**config.mk**
```make
export PLATFORM = sky130hd
export DESIGN_NAME = multicycle_control_unit
export DESIGN_NICKNAME = d
export VERILOG_FILES = /design/src/rtl/multicycle_control_unit.sv
export SDC_FILE = /design/constraint.sdc
export NUM_CORES = 1
export LEC_CHECK = 0
export BUFFER_PORTS_ARGS = -buffer_cell sky130_fd_sc_hd__buf_2
export CAP_MARGIN = 10
export CELL_PAD_IN_SITES_DETAIL_PLACEMENT = 1
export CELL_PAD_IN_SITES_GLOBAL_PLACEMENT = 1
export CORE_MARGIN = 1.5
export CORE_UTILIZATION = 30
export CTS_CLUSTER_SIZE = 8
export DETAILED_ROUTE_END_ITERATION = 6
export PLACE_DENSITY = 0.73
export SYNTH_ARGS = -nofsm -noshare
export SYNTH_HDL_FRONTEND = slang
export SYNTH_SLANG_ARGS = --single-unit
```
**constraint.sdc**
```tcl
create_clock -name clk -period 4.5 [get_ports clk]
set_clock_uncertainty 0.15 [all_clocks]
set_input_delay 0.675 -clock clk [delete_from_list [all_inputs] [get_ports clk]]
set_output_delay 0.675 -clock clk [all_outputs]
set_load 0.05 [all_outputs]
```
**src/rtl/multicycle_control_unit.sv**
```systemverilog
// Control unit for the multicycle ARM-subset datapath: Moore main FSM, ALU
// decoder, NZCV flag register and condition result registered at DECODE.
module multicycle_control_unit #(
    parameter int ALUCTRL_W   = 4,
    parameter bit HAS_NOWRITE = 1'b1
) (
    input  logic                 clk,
    input  logic                 reset,
    input  logic [31:12]         Instr,
    input  logic [3:0]           ALUFlags,
    output logic                 PCWrite,
    output logic                 AdrSrc,
    output logic                 MemWrite,
    output logic                 IRWrite,
    output logic                 RegWrite,
    output logic [1:0]           ResultSrc,
    output logic                 ALUSrcA,
    output logic [1:0]           ALUSrcB,
    output logic [1:0]           ImmSrc,
    output logic [1:0]           RegSrc,
    output logic [ALUCTRL_W-1:0] ALUControl,
    output logic [3:0]           State
);

    typedef enum logic [3:0] {
        S_FETCH    = 4'd0,
        S_DECODE   = 4'd1,
        S_MEMADR   = 4'd2,
        S_MEMREAD  = 4'd3,
        S_MEMWB    = 4'd4,
        S_MEMWRITE = 4'd5,
        S_EXECUTER = 4'd6,
        S_EXECUTEI = 4'd7,
        S_ALUWB    = 4'd8,
        S_BRANCH   = 4'd9
    } state_t;

    state_t     state_q, state_d;
    logic [3:0] flags_q, flags_d;
    logic       condexr_q, condexr_d;

    logic [1:0] op_s;
    logic [5:0] funct_s;
    logic [3:0] cmd_s, rd_s, cond_s;
    logic       next_pc_s, branch_s, regw_s, memw_s, alu_op_s, ir_s;
    logic [2:0] alu_code_s;
    logic       supported_s, arith_s, is_cmp_s, nowrite_s;
    logic [1:0] flag_w_s;
    logic       condex_s, pcs_s, wb_state_s;
    logic       flag_n_s, flag_z_s, flag_c_s, flag_v_s;
    logic       unused_rn_s;

    assign op_s        = Instr[27:26];
    assign funct_s     = Instr[25:20];
    assign cmd_s       = funct_s[4:1];
    assign rd_s        = Instr[15:12];
    assign cond_s      = Instr[31:28];
    assign unused_rn_s = ^Instr[19:16];
    assign {flag_n_s, flag_z_s, flag_c_s, flag_v_s} = flags_q;

    // Next-state logic of the main FSM
    always_comb begin
        state_d = S_FETCH;
        case (state_q)
            S_FETCH:  state_d = S_DECODE;
            S_DECODE: begin
                case (op_s)
                    2'b01:   state_d = S_MEMADR;
                    2'b00:   state_d = funct_s[5] ? S_EXECUTEI : S_EXECUTER;
                    2'b10:   state_d = S_BRANCH;
                    default: state_d = S_FETCH;
                endcase
            end
            S_MEMADR:               state_d = funct_s[0] ? S_MEMREAD : S_MEMWRITE;
            S_MEMREAD:              state_d = S_MEMWB;
            S_EXECUTER, S_EXECUTEI: state_d = S_ALUWB;
            default:                state_d = S_FETCH;
        endcase
    end

    // Moore per-state controls and datapath selects
    always_comb begin
        next_pc_s = 1'b0;
        branch_s  = 1'b0;
        regw_s    = 1'b0;
        memw_s    = 1'b0;
        alu_op_s  = 1'b0;
        ir_s      = 1'b0;
        AdrSrc    = 1'b0;
        ALUSrcA   = 1'b0;
        ALUSrcB   = 2'b00;
        ResultSrc = 2'b00;
        case (state_q)
            S_FETCH: begin
                ir_s = 1'b1; next_pc_s = 1'b1;
                ALUSrcA = 1'b1; ALUSrcB = 2'b10; ResultSrc = 2'b10;
            end
            S_DECODE: begin
                ALUSrcA = 1'b1; ALUSrcB = 2'b10; ResultSrc = 2'b10;
            end
            S_MEMADR:   ALUSrcB = 2'b01;
            S_MEMREAD:  AdrSrc = 1'b1;
            S_MEMWB:    begin ResultSrc = 2'b01; regw_s = 1'b1; end
            S_MEMWRITE: begin AdrSrc = 1'b1; memw_s = 1'b1; end
            S_EXECUTER: alu_op_s = 1'b1;
            S_EXECUTEI: begin ALUSrcB = 2'b01; alu_op_s = 1'b1; end
            S_ALUWB:    regw_s = 1'b1;
            S_BRANCH:   begin ALUSrcB = 2'b01; ResultSrc = 2'b10; branch_s = 1'b1; end
            default:    next_pc_s = 1'b0;
        endcase
    end

    // ALU command decode; unsupported commands fall back to ADD without writes
    always_comb begin
        alu_code_s  = 3'd0;
        supported_s = 1'b1;
        arith_s     = 1'b0;
        is_cmp_s    = 1'b0;
        case (cmd_s)
            4'b0100: begin alu_code_s = 3'd0; arith_s = 1'b1; end
            4'b0010: begin alu_code_s = 3'd1; arith_s = 1'b1; end
            4'b0000: alu_code_s = 3'd2;
            4'b1100: alu_code_s = 3'd3;
            4'b0001: alu_code_s = 3'd4;
            4'b1010: begin
                if (HAS_NOWRITE) begin
                    alu_code_s = 3'd1; arith_s = 1'b1; is_cmp_s = 1'b1;
                end else begin
                    supported_s = 1'b0;
                end
            end
            default: supported_s = 1'b0;
        endcase
    end

    // The no-write mask is taken from the held instruction so it still applies in ALUWB
    assign nowrite_s   = (op_s == 2'b00) & (is_cmp_s | ~supported_s);
    assign flag_w_s[1] = alu_op_s & funct_s[0] & supported_s;
    assign flag_w_s[0] = alu_op_s & funct_s[0] & supported_s & arith_s;
    assign ALUControl  = alu_op_s ? ALUCTRL_W'(alu_code_s) : {ALUCTRL_W{1'b0}};

    // ARM condition evaluation against the stored flags
    always_comb begin
        case (cond_s)
            4'b0000: condex_s = flag_z_s;
            4'b0001: condex_s = ~flag_z_s;
            4'b0010: condex_s = flag_c_s;
            4'b0011: condex_s = ~flag_c_s;
            4'b0100: condex_s = flag_n_s;
            4'b0101: condex_s = ~flag_n_s;
            4'b0110: condex_s = flag_v_s;
            4'b0111: condex_s = ~flag_v_s;
            4'b1000: condex_s = flag_c_s & ~flag_z_s;
            4'b1001: condex_s = ~flag_c_s | flag_z_s;
            4'b1010: condex_s = ~(flag_n_s ^ flag_v_s);
            4'b1011: condex_s = flag_n_s ^ flag_v_s;
            4'b1100: condex_s = ~flag_z_s & ~(flag_n_s ^ flag_v_s);
            4'b1101: condex_s = flag_z_s | (flag_n_s ^ flag_v_s);
            4'b1110: condex_s = 1'b1;
            default: condex_s = 1'b0;
        endcase
    end

    // Flag and condition register next values
    always_comb begin
        flags_d = flags_q;
        if (flag_w_s[1] & condexr_q) begin
            flags_d[3:2] = ALUFlags[3:2];
        end else begin
            flags_d[3:2] = flags_q[3:2];
        end
        if (flag_w_s[0] & condexr_q) begin
            flags_d[1:0] = ALUFlags[1:0];
        end else begin
            flags_d[1:0] = flags_q[1:0];
        end
        if (state_q == S_DECODE) begin
            condexr_d = condex_s;
        end else begin
            condexr_d = condexr_q;
        end
    end

    // State, flags and condition registers
    always_ff @(posedge clk or negedge reset) begin
        if (!reset) begin
            state_q   <= S_FETCH;
            flags_q   <= 4'b0000;
            condexr_q <= 1'b0;
        end else begin
            state_q   <= state_d;
            flags_q   <= flags_d;
            condexr_q <= condexr_d;
        end
    end

    // Write enables are also forced low directly by reset
    assign wb_state_s = (state_q == S_MEMWB) | (state_q == S_ALUWB) | (state_q == S_BRANCH);
    assign pcs_s      = branch_s | (regw_s & (rd_s == 4'b1111));
    assign RegWrite   = reset & regw_s & condexr_q & ~nowrite_s;
    assign MemWrite   = reset & memw_s & condexr_q;
    assign IRWrite    = reset & ir_s;
    assign PCWrite    = reset & (next_pc_s | (pcs_s & condexr_q & wb_state_s));
    assign ImmSrc     = op_s;
    assign RegSrc     = {op_s == 2'b01, op_s == 2'b10};
    assign State      = state_q;

endmodule

```
-- Word level (Yosys, flattened, before mapping)
Index checks and enable logic that the tools add are counted.
- bits of input ports: 26
- word-level logic and storage cells: 100
- flip-flop bits (word level): 9
- bitwise gates (word level): 33
- eq/ne operators: 31
- mux-type cells: 19
- reduce and logical (&&, ||, !) cells: 13
- operators with widths (kind ; count):
    $eq A4 B4 Y1 const B ; 12
    $eq A4 B3 Y1 const B ; 9
    $eq A4 B2 Y1 const B ; 5
    $pmux W4 S5 ; 1
    $and A1 B1 Y1 ; 18
    $pmux W1 S15 ; 1
    $eq A4 B1 Y1 const B ; 3
    $logic_not A4 Y1 ; 3
    $pmux W3 S4 ; 1
    $pmux W4 S3 ; 1
    $mux W1 ; 11
    $reduce_or A2 Y1 ; 5
    $reduce_or A3 Y1 ; 3
    $pmux W2 S2 ; 2
    $not A1 Y1 ; 7
    $or A1 B1 Y1 ; 7
    $mux W3 ; 2
    $reduce_or A6 Y1 ; 1
    $eq A2 B1 Y1 const B ; 1
    $eq A2 B2 Y1 const B ; 1
    $logic_not A2 Y1 ; 1
    $xor A1 B1 Y1 ; 1

-- Depth between registers and ports, before layout
- word-level depth: 9
- mapped depth: 6
- gate-level depth less buffers: 5

-- Least setup slack after synthesis
OpenSTA, ideal clock, no wires.
- path type: flip-flop to output port
- start point: register state_q[2] (netlist: State[2])
- end point: output ALUControl[1]
- arrival time: 3447 ps
- cell stages (with the launch flop): 4
- buffers on the path: 0
- path slack: 228 ps
- path through: dfrtp_1 -> and2b_4 -> nand2_4 -> a2111oi_0
- longest elaborated chain between the ends: 4
- elaborated cells between the ends (all ways): 5
- classes of those cells: 2 x eq/ne; 2 x mux; 1 x reduce/logical
- ends and longest elaborated chain (what ; line ; source):
    from (decl) ; 38 ; state_t state_q, state_d;
    from (signal assigned) ; 191 ; state_q <= state_d;
    $eq A4 B3 Y1 ; 93 ; case (state_q)
    $reduce_or A2 Y1 (no source line) (*) ; - ;
    $mux W1 (*) ; 93 ;
    $mux W3 (*) ; 140 ; assign ALUControl = alu_op_s ? ALUCTRL_W'(alu_code_s) : {ALUCTRL_W{1'b0}};
    to (decl) ; 21 ; output logic [ALUCTRL_W-1:0] ALUControl,
Every way passes the cells marked *; elsewhere a longest branch is shown, timed or not.

-- Worst setup path after layout
- start point: input Instr[13] (netlist bit)
- end point: output PCWrite
- longest elaborated chain between the ends: 7
- ends and longest elaborated chain (what ; line ; source):
    from (decl) ; 9 ; input logic [31:12] Instr,
    $eq A4 B4 Y1 ; 199 ; assign pcs_s = branch_s | (regw_s & (rd_s == 4'b1111));
    $and A1 B1 Y1 ; 199 ;
    $or A1 B1 Y1 ; 199 ;
    $and A1 B1 Y1 (2 in series) ; 203 ; assign PCWrite = reset & (next_pc_s | (pcs_s & condexr_q & wb_state_s));
    $or A1 B1 Y1 ; 203 ;
    $and A1 B1 Y1 ; 203 ;
    to (decl) ; 11 ; output logic PCWrite,
Every way passes these cells.

==> flow_summary_export.csv <==
group,metric,value,unit
synthesis,synth.ff_latch_count,9,
clock_network,postCtsResizedCells,0,
worst_setup_path,required,3670,ps
sta,final-max-slew-violation-count,0,
sta,fmax,376.5,MHz
synthesis,postSynthAreaPerCell,8.028,µm²
worst_setup_path,critical_path_arrival,1830,ps
die,num_io_pins,48,
worst_setup_path,ff2ff_path_depth,4,
clock_network,root_buffer,"sky130_fd_sc_hd__clkbuf_4",
power,seq_power_share,0.251,
layout,layout.core_utilization,0.4041,
synthesis,asr_flop_ratio_synth,1.000,
worst_setup_path,worst-path-max-fanout,1,
synthesis,synth-edff-count,0,
layout,final_common_cell,"sky130_fd_sc_hd__buf_2",
global_routing,grt-ovfl-total,0,
worst_setup_path,end_kind,"output port",
clock_network,cts.sink_count,9,
synthesis,yosysSeqAreaShare,0.2483,
sta,report.final.hold_viol_count,0,
sta,worst_slew_margin_rel,0.6360,
routing,drt_pass1_iterations,6,
die,num_rows,19,
global_routing,grt_pass1_wl,4.002,mm
layout,drive_gt1_frac,0.3691,
synthesis,primary_ff_master_synth,"sky130_fd_sc_hd__dfrtp_1",
sta,setup-violations-final,0,
synthesis,mappedNetlistNets,139,
power,swShare,0.6036,
outcome,outcome,"finished clean",
layout,final.fill_count,359,
synthesis,post-synth-top-area-cell,"sky130_fd_sc_hd__dfrtp_1",
sta,fin_hold_ws,116.0,ps
clock_network,cts_tree,"done",
clock_network,insertion_delay,260,ps
placement,place.port_buffers,42,
die,coreArea,2805,µm²
global_routing,gr-usage-all-layers,0.1499,
routing,drt-initial-drc-count,16,
layout,n_antenna_cell,0,
clock_network,cts.path.max_buffers,2,
routing,wirelength,2.533,mm
layout,post_route_cell_area,1134,µm²
placement,gp_routability_congestion,0.7163,
die,dieWidth,57.99,µm
global_routing,grt_start_max_net_pins,17,
job,cap_viol_max_count,0,
routing,route.vias.total,960,
die,die_y,57.99,µm
clock_network,cts_hold_repair.buffers,0,
sta,final.min_clock_period,2656,ps
die,design.die.area,3363,µm²
clock_network,cts_made_buffers,3,
sta,transition_at_the_pin_with_the_smallest_max_transition_slack,546.1,ps
placement,dp_cells,176,
synthesis,synth.lib_cells_used.distinct,45,
worst_setup_path,critPathKind,"in2out",
synthesis,mapped_cells,113,
power,power_density,629.8,nW/µm²
routing,post-route-drc-count,0,
power,p_sw,430.9,µW
sta,setup_tns_final,0,ps
layout,net_total_in_the_final_layout,176,
global_routing,grt_pass1_vias,881,
sta,finalCritPeriodShare,0.5902,
synthesis,largest_cells_by_area_after_synthesis,"sky130_fd_sc_hd__dfrtp_1, sky130_fd_sc_hd__nor2_1, sky130_fd_sc_hd__mux2_2",
clock_network,htree_levels,1,
synthesis,synth_warn,0,
power,leakage_dissipation,0.0005591,µW
synthesis,post_synth_instance_area,907.1,µm²
power,internal-power,283.0,µW
sta,grt_setup_unrepaired,"false",
hold_path,min-delay-path-class,"in2async",
layout,commonest_cells_after_routing_fill_and_taps_aside,"sky130_fd_sc_hd__buf_2, sky130_fd_sc_hd__dfrtp_1, sky130_fd_sc_hd__nor2_1",
power,power.ir.vdd_worst,0.0002663,V
clock_network,clock_pin_slew_on_the_worst_setup_and_hold_paths,60,ps
die,initial_core_utilization,0.3234,
clock_network,post-cts-setup-buffers,0,
layout,synthToLayoutAreaGrowth,24.97,%
routing,avgViaCountPerCell,5.333,
layout,instances_no_fill,180,
placement,detailedPlacementHpwl,1.965,mm
routing,route.detailed.wl_per_inst,14.07,µm
global_routing,antenna_found_initial,0,
synthesis,yosys.area.top_type_share,0.2483,
worst_setup_path,kind_of_start_point_of_the_critical_path,"input port",
routing,drt.antenna.violating_nets,0,
power,power.clock.fraction,0.088,
placement,dpl-instance-area,1107,µm²
power,portion_of_total_power_attributed_to_combinational_logic,0.661,
## logic make-up after synthesis
family / Yosys count / share of synthesized area
fa+ha+maj: 1 / 0.01103
flops: 9 / 0.2483
mux: 8 / 0.1034
buf+inv: 13 / 0.06620
compound gates: 26 / 0.1876
simple gates: 52 / 0.3503
xor+xnor: 3 / 0.02897
other cells: 1 / 0.004134
## layout make-up
cell class,count,area [µm²],area share
Multi-Input combinational cell,91,621.8,0.5486
Sequential cell,9,225.2,0.1987
Timing Repair Buffer,42,210.2,0.1854
Tap cell,31,38.79,0.03422
Clock buffer,4,26.28,0.02318
Inverter,3,11.26,0.009934
## worst max-delay path: stages
cell and delay, ps:
sky130_fd_sc_hd__buf_2 70, sky130_fd_sc_hd__and3_1 140, sky130_fd_sc_hd__nand3_1 80, sky130_fd_sc_hd__maj3_1 350, sky130_fd_sc_hd__o21ai_0 120, sky130_fd_sc_hd__and2_1 140, sky130_fd_sc_hd__buf_2 260
## registers in the layout, indices dropped and copies added (netlist names)
register / count
flags_q: 4
State: 4
condexr_q: 1
## synth_stat cells (4+ instances only)
| cell | instances |
|---|---|
| sky130_fd_sc_hd__dfrtp_1 | 9 |
| sky130_fd_sc_hd__nor2_1 | 9 |
| sky130_fd_sc_hd__a21oi_1 | 6 |
| sky130_fd_sc_hd__clkbuf_1 | 6 |
| sky130_fd_sc_hd__nor3_1 | 6 |
| sky130_fd_sc_hd__nand2_1 | 5 |
| sky130_fd_sc_hd__o21ai_0 | 5 |
| sky130_fd_sc_hd__nor2b_1 | 4 |
| sky130_fd_sc_hd__nor3b_1 | 4 |
## through the flow
step	power [µW]	setup WS, ps
floorplan	544.8	227.8
global placement	645.7	1854
detailed placement	653.2	1823
CTS	720.6	1823
global route	760.5	1680
finish	713.9	1844
## final timing paths
path | startpoint | to | slack (ps)
min reg2reg | flags_q[1] | flags_q[1] | 430
max in group asynchronous | reset | flags_q[2] | 3890
min in group clk | flags_q[1] | flags_q[1] | 430
max | Instr[13] | PCWrite | 1840
max reg2reg | State[3] | flags_q[0] | 2530
min | reset | State[0] | 120
## per-layer routing
metal,wire (µm),track usage,up-vias
li1,-,-,485
met1,1198,0.2056,445
met2,1202,0.2484,28
met3,109,0.006696,2
met4,23,0.05980,0
met5,0,0,-
## power by group through the flow
stage / logic, µW / clock network, µW / registers (µW)
finish: 472 / 63.1 / 179
CTS: 475 / 65.6 / 180
detailed placement: 473 / 0 / 181
global route: 505 / 67.2 / 189
global placement: 466 / 0 / 180
floorplan: 351 / 0 / 194
(Power assumes the default switching activity.)
